**src/rtl/lrb_alpha_finder_pkg.sv**
```systemverilog
// Shared constants and FSM encoding for the least-reliable-bit alpha finder.
package lrb_alpha_finder_pkg;

    localparam int LRB_GF_LEN    = 10;
    localparam int LRB_PRIM_POLY = 'h409;   // x^10 + x^3 + 1
    localparam int LRB_RELI_LEN  = 4;
    localparam int LRB_CODE_LEN  = 1023;
    localparam int LRB_CNT_LEN   = 10;
    localparam int LRB_NUM_SLOTS = 3;

    typedef enum logic [1:0] {
        ST_IDLE    = 2'd0,
        ST_COLLECT = 2'd1,
        ST_DONE    = 2'd2
    } lrb_state_e;

endpackage

```
**src/rtl/lrb_alpha_finder_gf_mul.sv**
```systemverilog
// Multiply a GF(2^GF_LEN) element by alpha: shift left, reduce by the
// primitive polynomial when the old MSB falls out.
module gf_mul_by_alpha #(
    parameter int GF_LEN    = 10,
    parameter int PRIM_POLY = 'h409
) (
    input  logic [GF_LEN-1:0] a_i,
    output logic [GF_LEN-1:0] y_o
);

    // Only the low GF_LEN bits matter; x^GF_LEN is the bit being shifted out.
    localparam logic [GF_LEN-1:0] POLY_LOW = GF_LEN'(PRIM_POLY);

    assign y_o = {a_i[GF_LEN-2:0], 1'b0} ^ (a_i[GF_LEN-1] ? POLY_LOW : '0);

endmodule

```
**src/rtl/lrb_alpha_finder.sv**
```systemverilog
// Scans a codeword one bit per cycle, keeps the three least-reliable bits in a
// sorted table and reports their positions as alpha^pos.
module lrb_alpha_finder
    import lrb_alpha_finder_pkg::*;
#(
    parameter int GF_LEN    = LRB_GF_LEN,
    parameter int PRIM_POLY = LRB_PRIM_POLY,
    parameter int RELI_LEN  = LRB_RELI_LEN,
    parameter int CODE_LEN  = LRB_CODE_LEN,
    parameter int CNT_LEN   = LRB_CNT_LEN
) (
    input  logic                clk,
    input  logic                in_ctr_Arst_n,
    input  logic                in_ctr_init,
    input  logic                in_ctr_en,
    input  logic                in_ctr_last,
    input  logic [RELI_LEN-1:0] in_reli,
    output logic [GF_LEN-1:0]   out_alpha1,
    output logic [GF_LEN-1:0]   out_alpha2,
    output logic [GF_LEN-1:0]   out_alpha3,
    output logic                out_valid,
    output logic                out_err
);

    localparam int NSLOT = LRB_NUM_SLOTS;
    localparam logic [GF_LEN-1:0]  ALPHA_ONE = GF_LEN'(1);
    localparam logic [CNT_LEN-1:0] CNT_LAST  = CNT_LEN'(CODE_LEN - 1);

    lrb_state_e          state_q, state_d;
    logic [GF_LEN-1:0]   pos_q, pos_d;
    logic [CNT_LEN-1:0]  cnt_q, cnt_d;
    logic [RELI_LEN-1:0] slot_reli_q  [NSLOT];
    logic [RELI_LEN-1:0] slot_reli_d  [NSLOT];
    logic [GF_LEN-1:0]   slot_alpha_q [NSLOT];
    logic [GF_LEN-1:0]   slot_alpha_d [NSLOT];
    logic [NSLOT-1:0]    slot_vld_q, slot_vld_d;
    logic [GF_LEN-1:0]   out_alpha_q  [NSLOT];
    logic [GF_LEN-1:0]   out_alpha_d  [NSLOT];
    logic                out_valid_q, out_valid_d;
    logic                out_err_q, out_err_d;

    // Table/counter view after an optional init in this cycle.
    logic [RELI_LEN-1:0] base_reli  [NSLOT];
    logic [GF_LEN-1:0]   base_alpha [NSLOT];
    logic [NSLOT-1:0]    base_vld;
    logic [CNT_LEN-1:0]  base_cnt;
    logic [GF_LEN-1:0]   cur_alpha;
    logic [GF_LEN-1:0]   next_alpha;
    logic [NSLOT-1:0]    lt;
    logic                accept;
    logic                overflow;

    // A bit arriving together with init is position 0, i.e. alpha^0.
    assign cur_alpha = in_ctr_init ? ALPHA_ONE : pos_q;
    assign accept    = in_ctr_en && (in_ctr_init || (state_q == ST_COLLECT));
    assign overflow  = (base_cnt == CNT_LAST);

    gf_mul_by_alpha #(
        .GF_LEN   (GF_LEN),
        .PRIM_POLY(PRIM_POLY)
    ) u_step (
        .a_i(cur_alpha),
        .y_o(next_alpha)
    );

    // Clear the table view on init so the same-cycle bit sees an empty table.
    always_comb begin
        base_cnt = in_ctr_init ? '0 : cnt_q;
        base_vld = in_ctr_init ? '0 : slot_vld_q;
        for (int i = 0; i < NSLOT; i++) begin
            base_reli[i]  = in_ctr_init ? '1 : slot_reli_q[i];
            base_alpha[i] = in_ctr_init ? '0 : slot_alpha_q[i];
        end
    end

    // Next-state, sorted insertion and output update.
    always_comb begin
        state_d     = state_q;
        pos_d       = pos_q;
        cnt_d       = base_cnt;
        slot_vld_d  = base_vld;
        out_valid_d = 1'b0;
        out_err_d   = out_err_q;
        lt          = '0;
        for (int i = 0; i < NSLOT; i++) begin
            slot_reli_d[i]  = base_reli[i];
            slot_alpha_d[i] = base_alpha[i];
            out_alpha_d[i]  = out_alpha_q[i];
        end

        if (in_ctr_init) begin
            state_d   = ST_COLLECT;
            pos_d     = ALPHA_ONE;
            out_err_d = 1'b0;
            for (int i = 0; i < NSLOT; i++) out_alpha_d[i] = '0;
        end

        if (accept) begin
            // Strict less-than keeps the earlier position ahead on ties.
            for (int i = 0; i < NSLOT; i++)
                lt[i] = !base_vld[i] || (in_reli < base_reli[i]);

            if (lt[0]) begin
                slot_reli_d[0]  = in_reli;
                slot_alpha_d[0] = cur_alpha;
                slot_vld_d[0]   = 1'b1;
            end
            for (int i = 1; i < NSLOT; i++) begin
                if (lt[i-1]) begin
                    slot_reli_d[i]  = base_reli[i-1];
                    slot_alpha_d[i] = base_alpha[i-1];
                    slot_vld_d[i]   = base_vld[i-1];
                end else if (lt[i]) begin
                    slot_reli_d[i]  = in_reli;
                    slot_alpha_d[i] = cur_alpha;
                    slot_vld_d[i]   = 1'b1;
                end
            end

            pos_d = next_alpha;
            cnt_d = base_cnt + CNT_LEN'(1);

            if (in_ctr_last || overflow) begin
                state_d     = ST_DONE;
                out_valid_d = 1'b1;
                for (int i = 0; i < NSLOT; i++) out_alpha_d[i] = slot_alpha_d[i];
                if (!in_ctr_last) out_err_d = 1'b1;
            end
        end
    end

    // State and table registers; reset aborts any frame in progress.
    always_ff @(posedge clk or negedge in_ctr_Arst_n) begin
        if (!in_ctr_Arst_n) begin
            state_q     <= ST_IDLE;
            pos_q       <= ALPHA_ONE;
            cnt_q       <= '0;
            slot_vld_q  <= '0;
            out_valid_q <= 1'b0;
            out_err_q   <= 1'b0;
            for (int i = 0; i < NSLOT; i++) begin
                slot_reli_q[i]  <= '1;
                slot_alpha_q[i] <= '0;
                out_alpha_q[i]  <= '0;
            end
        end else begin
            state_q     <= state_d;
            pos_q       <= pos_d;
            cnt_q       <= cnt_d;
            slot_vld_q  <= slot_vld_d;
            out_valid_q <= out_valid_d;
            out_err_q   <= out_err_d;
            for (int i = 0; i < NSLOT; i++) begin
                slot_reli_q[i]  <= slot_reli_d[i];
                slot_alpha_q[i] <= slot_alpha_d[i];
                out_alpha_q[i]  <= out_alpha_d[i];
            end
        end
    end

    assign out_alpha1 = out_alpha_q[0];
    assign out_alpha2 = out_alpha_q[1];
    assign out_alpha3 = out_alpha_q[2];
    assign out_valid  = out_valid_q;
    assign out_err    = out_err_q;

endmodule

```
**config.mk**
```make
export PLATFORM = sky130hd
export DESIGN_NAME = lrb_alpha_finder
export DESIGN_NICKNAME = d
export VERILOG_FILES = /design/src/rtl/lrb_alpha_finder_pkg.sv /design/src/rtl/lrb_alpha_finder_gf_mul.sv /design/src/rtl/lrb_alpha_finder.sv
export SDC_FILE = /design/constraint.sdc
export NUM_CORES = 1
export LEC_CHECK = 0
export ABC_AREA = 0
export BUFFER_PORTS_ARGS = -buffer_cell sky130_fd_sc_hd__buf_2
export CAP_MARGIN = 20
export CORE_UTILIZATION = 48
export CTS_CLUSTER_DIAMETER = 60
export CTS_CLUSTER_SIZE = 14
export DETAILED_ROUTE_END_ITERATION = 10
export GPL_TIMING_DRIVEN = 0
export PLACE_DENSITY_LB_ADDON = 0.1
export SLEW_MARGIN = 10
export SYNTH_ARGS = -nofsm -noshare
export SYNTH_HDL_FRONTEND = slang
export SYNTH_SLANG_ARGS = --single-unit
```
**constraint.sdc**
```tcl
create_clock -name clk -period 2.37 [get_ports clk]
set_input_delay 0.237 -clock clk [delete_from_list [all_inputs] [get_ports clk]]
set_output_delay 0.237 -clock clk [all_outputs]
set_load 0.02 [all_outputs]
```
== Word-level counts from Yosys, hierarchy flattened ==
Cells that the tools add are included.
Storage, ports and cells
  bits in registers: 99
  bits of input ports: 9
  output and inout bits: 32
  logic and storage cells: 73
Cells by class
  add/subtract/negate cells: 1
  $lt $le $gt $ge: 3
  equality and inequality tests: 2
  multiplexer cells: 42
  bitwise operators: 1
  reductions and logical operators: 9
Operators by type and width (number)
  10-bit two-way mux: 12
  30-bit two-way mux: 4
  4-bit two-way mux: 9
  4-bit < comparator: 3
  12-bit two-way mux: 1
  1-bit two-way mux: 11
  10-bit by 1-bit adder with 10-bit output (second input constant): 1
  10-bit equality test (second input constant): 1
  10-bit bitwise XOR: 1
  2-bit two-way mux: 3
  3-bit two-way mux: 2
  1-bit logical OR: 5
  1-bit logical NOT: 3
  2-bit by 1-bit equality test with 1-bit output (second input constant): 1
  1-bit logical AND: 1

== Depth between registers and ports, before layout ==
Gate-level depths: netlist of the first run.
  depth in word-level cells: 7
  depth in mapped cells: 13
  gate-level depth less buffers: 9

== Cells and area by module ==
A second synthesis of the first run with hierarchy kept.
Unflattened totals
  cells, all modules: 542
  area total of the unflattened synthesis: 5402.7 um^2
Modules (own cells, without submodules)
  lrb_alpha_finder: times used 1, cells an instance 532, area an instance 5326.4 um^2, seq. area each 2493.6 um^2
  gf_mul_by_alpha: times used 1, cells an instance 10, area an instance 76.3 um^2, seq. area each 0.0 um^2

== Worst setup path after synthesis of the first run ==
No wires, ideal clock.
  kind: input-to-reg
  start: input in_ctr_init
  end: register out_alpha_q, in the netlist out_alpha3[9]
  setup time: 138 ps
  arrival time: 2410 ps
  required time: 2232 ps
  slack: -179 ps
  cell stages on the path: 13
  path buffers: 6
  cells stage by stage: buf_4 buf_2 buf_2 buf_1 nor2_1 ha_1 o211a_1 o31ai_1 a211o_1 buf_2 buf_6 mux2i_1 o22ai_1
RTL lines
  start: declaration: RTL line lrb_alpha_finder.sv:14  | input logic in_ctr_init,
  end signal: indexed assignment: RTL line lrb_alpha_finder.sv:156  | out_alpha_q[i] <= out_alpha_d[i];
  end: declaration: RTL line lrb_alpha_finder.sv:37  | logic [GF_LEN-1:0] out_alpha_q [NSLOT];

==> impl_metrics.json, run 1 <==
{
  "final_cell_area_um2": 6190,
  "cts-root-buf": "clkbuf_16",
  "drv_slew": 0,
  "cts.sinks": 99,
  "power.density_nw_per_um2": 612,
  "antenna_found_initial": 0,
  "die_w_um": 108,
  "syn-cell-area_um2": 5410,
  "synth-edff-count": 0,
  "initial_core_util_pct": 49.5,
  "async_flop_share_pct": 100,
  "cp.arrival_ps": 2500,
  "critPathLaunchType": "input pin",
  "numCtsBuffers": 9,
  "place_ws_ps": -768,
  "finalSetupViolCount": 0,
  "cts.clk_slew.worst_paths_ps": 70,
  "ant_nets": 0,
  "worst-setup-path-type": "input pin to flop",
  "worstPathMaxFanout": 10,
  "drc_errors": 0,
  "seq_area_frac_synth_pct": 46.1,
  "ios": 41,
  "power.leakage_nw": 2.77,
  "placed_area_um2": 5830,
  "period_share_pct": 95.8,
  "grt_first_pass_wirelength_um": 23700,
  "grt_max_degree": 61,
  "multi_input_area_um2": 2700,
  "rsz0062_at_grt": "false",
  "hold_path_class": "input pin to flop",
  "cts_tree": "done",
  "cts.path.max_buffers": 2,
  "maxCapViolCount": 0,
  "core_area_um2": 10900,
  "cp-end-kind": "flop",
  "ff_latch_area_um2": 2490,
  "total_power_w": 0.00379,
  "dr.pass1.iters": 5,
  "layout-drive-gt1-share_pct": 22.0,
  "outcome": "complete, no violations",
  "die_h_um": 108,
  "drt_iter0_drc": 400,
  "yosys_warnings": 0,
  "htree_levels": 3,
  "setup_slack_ps": 98.8,
  "tns_ps": 0,
  "synth_nets": 544,
  "wl_per_cell_um": 20.6,
  "rows": 38,
  "routed_wl_um": 14800,
  "ys_types": 61,
  "synthCells": 524,
  "port_buffers": 40,
  "place_congestion": 0.846,
  "nFillCells": 994,
  "overflow": 0,
  "slew_headroom_pct": 61.5,
  "max-vdd-ir-drop_mv": 0.358,
  "finalCriticalPeriod_ps": 2270,
  "synth_ff_type": "dfrtp_1",
  "fin_skew_ps": 6.86,
  "final_cell_mix": "dfrtp_1, buf_2, nand3_1, nand3b_1, nor2_1",
  "die_area_um2": 11700,
  "dp_hpwl_um": 10700,
  "fmax_mhz": 440,
  "final_common_cell": "dfrtp_1",
  "num_vias": 4448,
  "insertion_delay_ps": 350,
  "antenna_cells": 0,
  "syn_area_per_cell_um2": 10.3,
  "grtUsageTotal_pct": 27.4,
  "synth_seq_cells": 99,
  "syn2layout_area_growth_pct": 14.4,
  "required_ps": 2600,
  "grt_pass1_vias": 4283,
  "nNetsFinal": 596,
  "post_drt_via_cell_ratio": 6.17,
  "tightest_slew_ps": 577,
  "hold_viol": 0
}
[synthesized netlist by cell type, types with 5 or more instances]
| cell type | number | area (µm²) |
|---|---|---|
| a21boi_0 | 13 | 97.6 |
| a21oi_1 | 13 | 65.1 |
| a221o_1 | 9 | 90.1 |
| a31oi_1 | 25 | 156 |
| and2_1 | 11 | 68.8 |
| buf_2 | 17 | 85.1 |
| buf_4 | 5 | 37.5 |
| clkbuf_1 | 15 | 56.3 |
| dfrtp_1 | 86 | 2150 |
| dfstp_2 | 13 | 342 |
| ha_1 | 11 | 138 |
| inv_1 | 5 | 18.8 |
| mux2i_1 | 29 | 290 |
| nand2_1 | 22 | 82.6 |
| nand2b_1 | 8 | 50.1 |
| nand3_1 | 28 | 140 |
| nand3b_1 | 28 | 210 |
| nand4b_1 | 10 | 87.6 |
| nor2_1 | 27 | 101 |
| nor2b_1 | 15 | 93.8 |
| nor3_1 | 6 | 30.0 |
| nor3b_1 | 10 | 75.1 |
| o211ai_1 | 23 | 173 |
| o21ai_0 | 15 | 75.1 |
| o22ai_1 | 20 | 125 |
| xnor2_1 | 6 | 52.6 |
[worst max-delay path: stages]
cell and delay [ps]:
buf_4 150, buf_6 160, clkbuf_4 220, nor2_1 280, ha_1 290, o211a_1 140
o31ai_4 80, a21o_1 170, buf_6 160, buf_6 180, mux2i_1 280, o211ai_1 130
[final cells by class]
class                   instances  area share, %
plain buffers                  40           3.88
clock buffers                  10           3.86
clock inverters                 6           1.11
inverters                       6          0.384
multi-input cells             377           43.6
flip-flops and latches         99           40.3
well taps                     140           2.83
repair buffers                 43           4.04
[metal layers]
| metal | global-route usage (%) | up-vias | share of wire (%) |
|---|---|---|---|
| met4 | 8.90 | 0 | 1.1 |
| li1 | - | 2062 | - |
| met2 | 40.2 | 134 | 45 |
| met5 | 0 | - | 0 |
| met3 | 5.12 | 13 | 6.4 |
| met1 | 40.5 | 2239 | 47 |
[final timing paths]
check	from	end	slack, ps	depth (start not counted)
setup reg to reg	slot_reli_q[1]	slot_alpha_q[4]	120	9
setup / recovery	in_ctr_init	out_alpha2[8]	100	12
hold reg to reg	out_err	out_err	480	2
hold / removal	in_ctr_last	out_err	80	2
max in group asynchronous	in_ctr_Arst_n	pos_q[0]	1240	3
min in group asynchronous	in_ctr_Arst_n	cnt_q[3]	400	2
[registers in the layout, indices dropped and copies added, names as in the netlist]
signal / cells
cnt_q: 10
out_alpha1: 10
out_alpha2: 10
out_alpha3: 10
out_err: 1
out_valid: 1
pos_q: 10
slot_alpha_q: 30
slot_reli_q: 12
slot_vld_q: 3
state_q: 2
[what timing repair did]
action | in CTS | in global routing
setup buffers | 0 | 1
setup endpoints to repair | 72 | 47
pin swaps | 0 | 1
endpoints found under the hold margin | 39 | 0
hold buffers | 1 | 0
gates resized for setup | 11 | 11
[through the flow]
step / instances / hold WS (ps) / util, %
2_1_floorplan: 524 / -58.6 / -
3_3_place_gp: 704 / 445 / 53.0
3_5_place_dp: 705 / 256 / 53.3
4_1_cts: 720 / 73.6 / 56.3
5_1_grt: 721 / 81.4 / 56.6
6_report: 721 / 79.0 / 56.6
[kinds of logic (layout without fill, tap and decap cells)]
| logic type | count (synthesis) | count (layout) | share of synthesized area, % |
|---|---|---|---|
| AND/OR/NAND/NOR | 184 | 184 | 20.5 |
| AO/OA/AOI/OAI | 142 | 142 | 18.9 |
| flip-flops | 99 | 99 | 46.1 |
| buffers and inverters | 48 | 105 | 4.65 |
| multiplexers | 32 | 32 | 5.99 |
| adder cells (fa/ha/maj) | 11 | 11 | 2.54 |
| XOR/XNOR | 8 | 8 | 1.29 |
[where the power goes]
part           switching (W)  leakage [nW]  internal [W]
combinational       0.000315          1.30      0.000147
clock               0.000679         0.150      0.000857
sequential         0.0000363          1.32       0.00176
No activity file was read; power rests on OpenSTA's default activity.
==> run 2, diff against run 1 <==
--- a/config.mk
+++ b/config.mk
@@ -5,7 +5,7 @@
 export SDC_FILE = /design/constraint.sdc
 export NUM_CORES = 1
 export LEC_CHECK = 0
-export ABC_AREA = 0
+export ABC_AREA = 1
 export BUFFER_PORTS_ARGS = -buffer_cell sky130_fd_sc_hd__buf_2
 export CAP_MARGIN = 20
 export CORE_UTILIZATION = 48
==> run 2 against run 1 <==
First-iteration DRC count decreased by 22%. Area after synthesis decreased by 3.1%. Largest power group unchanged. Largest cell class is now sequential cells. Combinational power increased by 28%. Sequential cell count unchanged. Die area decreased by 3.1%. Global-route usage decreased by 0.52 points. Hold slack improved by 110 ps. Count of clock-buffer cells in the layout increased by 1. Synthesized cell count increased by 29%.
==> impl_metrics.json, run 2 <==
{
  "period_share_pct": 94.9,
  "synthTopCellsByArea": "dfrtp_1, nand2_1, nand3_1",
  "total_power_w": 0.00356,
  "die_w_um": 107,
  "power.density_nw_per_um2": 609,
  "cts-root-buf": "clkbuf_8",
  "placed_area_um2": 5640,
  "cts.clk_slew.worst_paths_ps": 90,
  "combPwrFrac_pct": 16.6,
  "htree_levels": 3,
  "p_sw_w": 0.00107,
  "routed_wl_um": 14000,
  "synth_top_area_share_pct": 41.0,
  "initial_core_util_pct": 50.1,
  "ys_types": 29,
  "holdWs_ps": 189,
  "num_vias": 4698,
  "outcome": "complete, no violations",
  "synth_ff_type": "dfrtp_1",
  "tns_ps": 0,
  "antenna_cells": 0,
  "post-cts-setup-buffer-count": 0,
  "switching_share_pct": 30.0,
  "slew_headroom_pct": 57.7,
  "synth-edff-count": 0,
  "grt_max_degree": 61,
  "wl_per_cell_um": 16.1,
  "critPathLaunchType": "input pin",
  "port_buffers": 39,
  "max-vdd-ir-drop_mv": 0.311,
  "rows": 37,
  "place_congestion": 0.910,
  "final_cell_area_um2": 5840,
  "synthCells": 675,
  "yosys_warnings": 0,
  "worst-setup-path-type": "input pin to flop",
  "fin_skew_ps": 9.10,
  "required_ps": 2690,
  "numCtsBuffers": 9,
  "nNetsFinal": 747,
  "syn2layout_area_growth_pct": 11.4,
  "finalCriticalPeriod_ps": 2250,
  "synth_nets": 695,
  "dr.pass1.iters": 5,
  "cp.arrival_ps": 2570,
  "regMostFlops": "slot_alpha_q",
  "synth_commonest_cells": "nand2_1, nand3_1, dfrtp_1, inv_1, o21ai_0",
  "antenna_found_initial": 0,
  "die_area_um2": 11300,
  "overflow": 0,
  "dr_wl_met3_um": 710,
  "syn-cell-area_um2": 5250,
  "wl_met1_um": 6560,
  "largest_reg_flops": 30,
  "cp-end-kind": "flop",
  "final_cell_mix": "nand2_1, nand3_1, dfrtp_1",
  "core_area_um2": 10500,
  "die_h_um": 107,
  "rrSetupSlack_ps": 170,
  "met2_length_um": 6480,
  "post_drt_via_cell_ratio": 5.41,
  "layout-drive-gt1-share_pct": 16.5,
  "drv_slew": 0,
  "maxCapViolCount": 0,
  "ant_nets": 0,
  "insertion_delay_ps": 370,
  "power.leakage_nw": 3.12,
  "grt_pass1_vias": 4641,
  "largestRegisters": "slot_alpha_q (30), slot_reli_q (12)",
  "tightest_slew_ps": 635,
  "grt_first_pass_wirelength_um": 23400,
  "p_clk_share_pct": 31.0,
  "grtUsageTotal_pct": 26.9,
  "p_int_w": 0.00249,
  "cts.path.max_buffers": 2,
  "hold_path_class": "input pin to flop",
  "final_common_cell": "nand2_1",
  "yosysMostFrequentCell": "nand2_1",
  "drc_errors": 0,
  "yosysTopAreaCell": "dfrtp_1",
  "cts.sinks": 99,
  "postCtsResizedCells": 0,
  "hold_viol": 0,
  "dp_hpwl_um": 10200,
  "highest_layer": "met4",
  "synth_seq_cells": 99,
  "p_seq_share_pct": 52.3,
  "fmax_mhz": 445,
  "ios": 41,
  "syn_area_per_cell_um2": 7.77,
  "async_flop_share_pct": 100,
  "cts_tree": "done",
  "worstPathMaxFanout": 10,
  "seq_area_frac_synth_pct": 47.5,
  "finalSetupViolCount": 0,
  "rsz0062_at_grt": "false",
  "drt_iter0_drc": 311
}
## run 2: cell types whose count changed in the layout (fill, tap and decap cells not counted), sizes merged, moves of 11 or more
| cell | previous run | this run |
|---|---|---|
| nand3 | 28 | 131 |
| mux2i | 29 | 0 |
| nor3b | 11 | 0 |
| o22ai | 20 | 0 |
| nand3b | 28 | 4 |
| o211ai | 23 | 0 |
| nor2b | 15 | 0 |
| nand2 | 26 | 207 |
| and2 | 11 | 0 |
| inv | 8 | 55 |
| a21boi | 13 | 0 |
| o21ai | 17 | 61 |
| nand4b | 11 | 0 |
| a31oi | 25 | 0 |
## run 2: critical path: stages
cell	delay (ps)
buf_6	140
buf_2	260
buf_2	290
nor2_1	100
ha_1	290
a21oi_1	400
nand2_4	140
nand2_4	150
buf_6	160
nand2_1	60
nand3_1	90
nand3_1	140
nand2_1	90
## run 2: per-layer routing
layer / GRT usage, % / vias up
met5: 0 / -
met3: 3.56 / 21
met1: 37.3 / 2236
li1: - / 2290
met2: 43.4 / 151
met4: 9.10 / 0
## run 2: repair_timing
item	4_1_cts	5_1_grt
endpoints found under the setup margin	0	0
endpoints found under the hold margin	27	0
hold buffers	1	0
## run 2: cell type report
| type | instances | area [µm²] |
|---|---|---|
| Clock buffer | 11 | 141 |
| Fill cell | 1045 | 4620 |
| Inverter | 55 | 209 |
| Sequential cell | 99 | 2490 |
| Tap cell | 136 | 170 |
| Multi-Input combinational cell | 479 | 2300 |
| Clock inverter | 5 | 52.6 |
| Buffer | 42 | 241 |
| Timing Repair Buffer | 41 | 235 |
## run 2: path summary, 6_finish.rpt
kind | startpoint | to | cells past startpoint
setup / recovery | in_ctr_init | out_alpha2[9] | 13
hold / removal | in_reli[2] | slot_reli_q[10] | 3
setup reg to reg | slot_reli_q[7] | out_alpha2[9] | 10
hold reg to reg | state_q[0] | state_q[0] | 2
max in group asynchronous | in_ctr_Arst_n | pos_q[0] | 3
min in group asynchronous | in_ctr_Arst_n | cnt_q[5] | 2
## run 2: power groups by stage
stage | logic, W | registers, W | clock network, W
5_1_grt | 0.000662 | 0.00188 | 0.00118
3_5_place_dp | 0.000591 | 0.00189 | 0
3_3_place_gp | 0.000574 | 0.00189 | 0
4_1_cts | 0.000594 | 0.00186 | 0.00113
6_report | 0.000593 | 0.00186 | 0.00111
2_1_floorplan | 0.000362 | 0.00191 | 0
## run 2: cells by family (layout without fill, tap and decap cells)
group	Yosys count	count (layout)	share of synthesized area [%]
adder cells (fa/ha/maj)	11	11	2.62
flip-flops	99	99	47.5
AO/OA/AOI/OAI	78	78	7.80
XOR/XNOR	8	8	1.34
buffers and inverters	97	154	8.59
AND/OR/NAND/NOR	382	382	32.1
## run 2: through the flow
stage / setup WS (ps) / cells / utilization [%]
after global routing: 4.28 / 868 / 55.9
final: 122 / 868 / 55.9
after global placement: -225 / 850 / 53.6
after CTS: 172 / 868 / 55.9
after detailed placement: -224 / 851 / 53.9
after floorplan: 242 / 675 / -
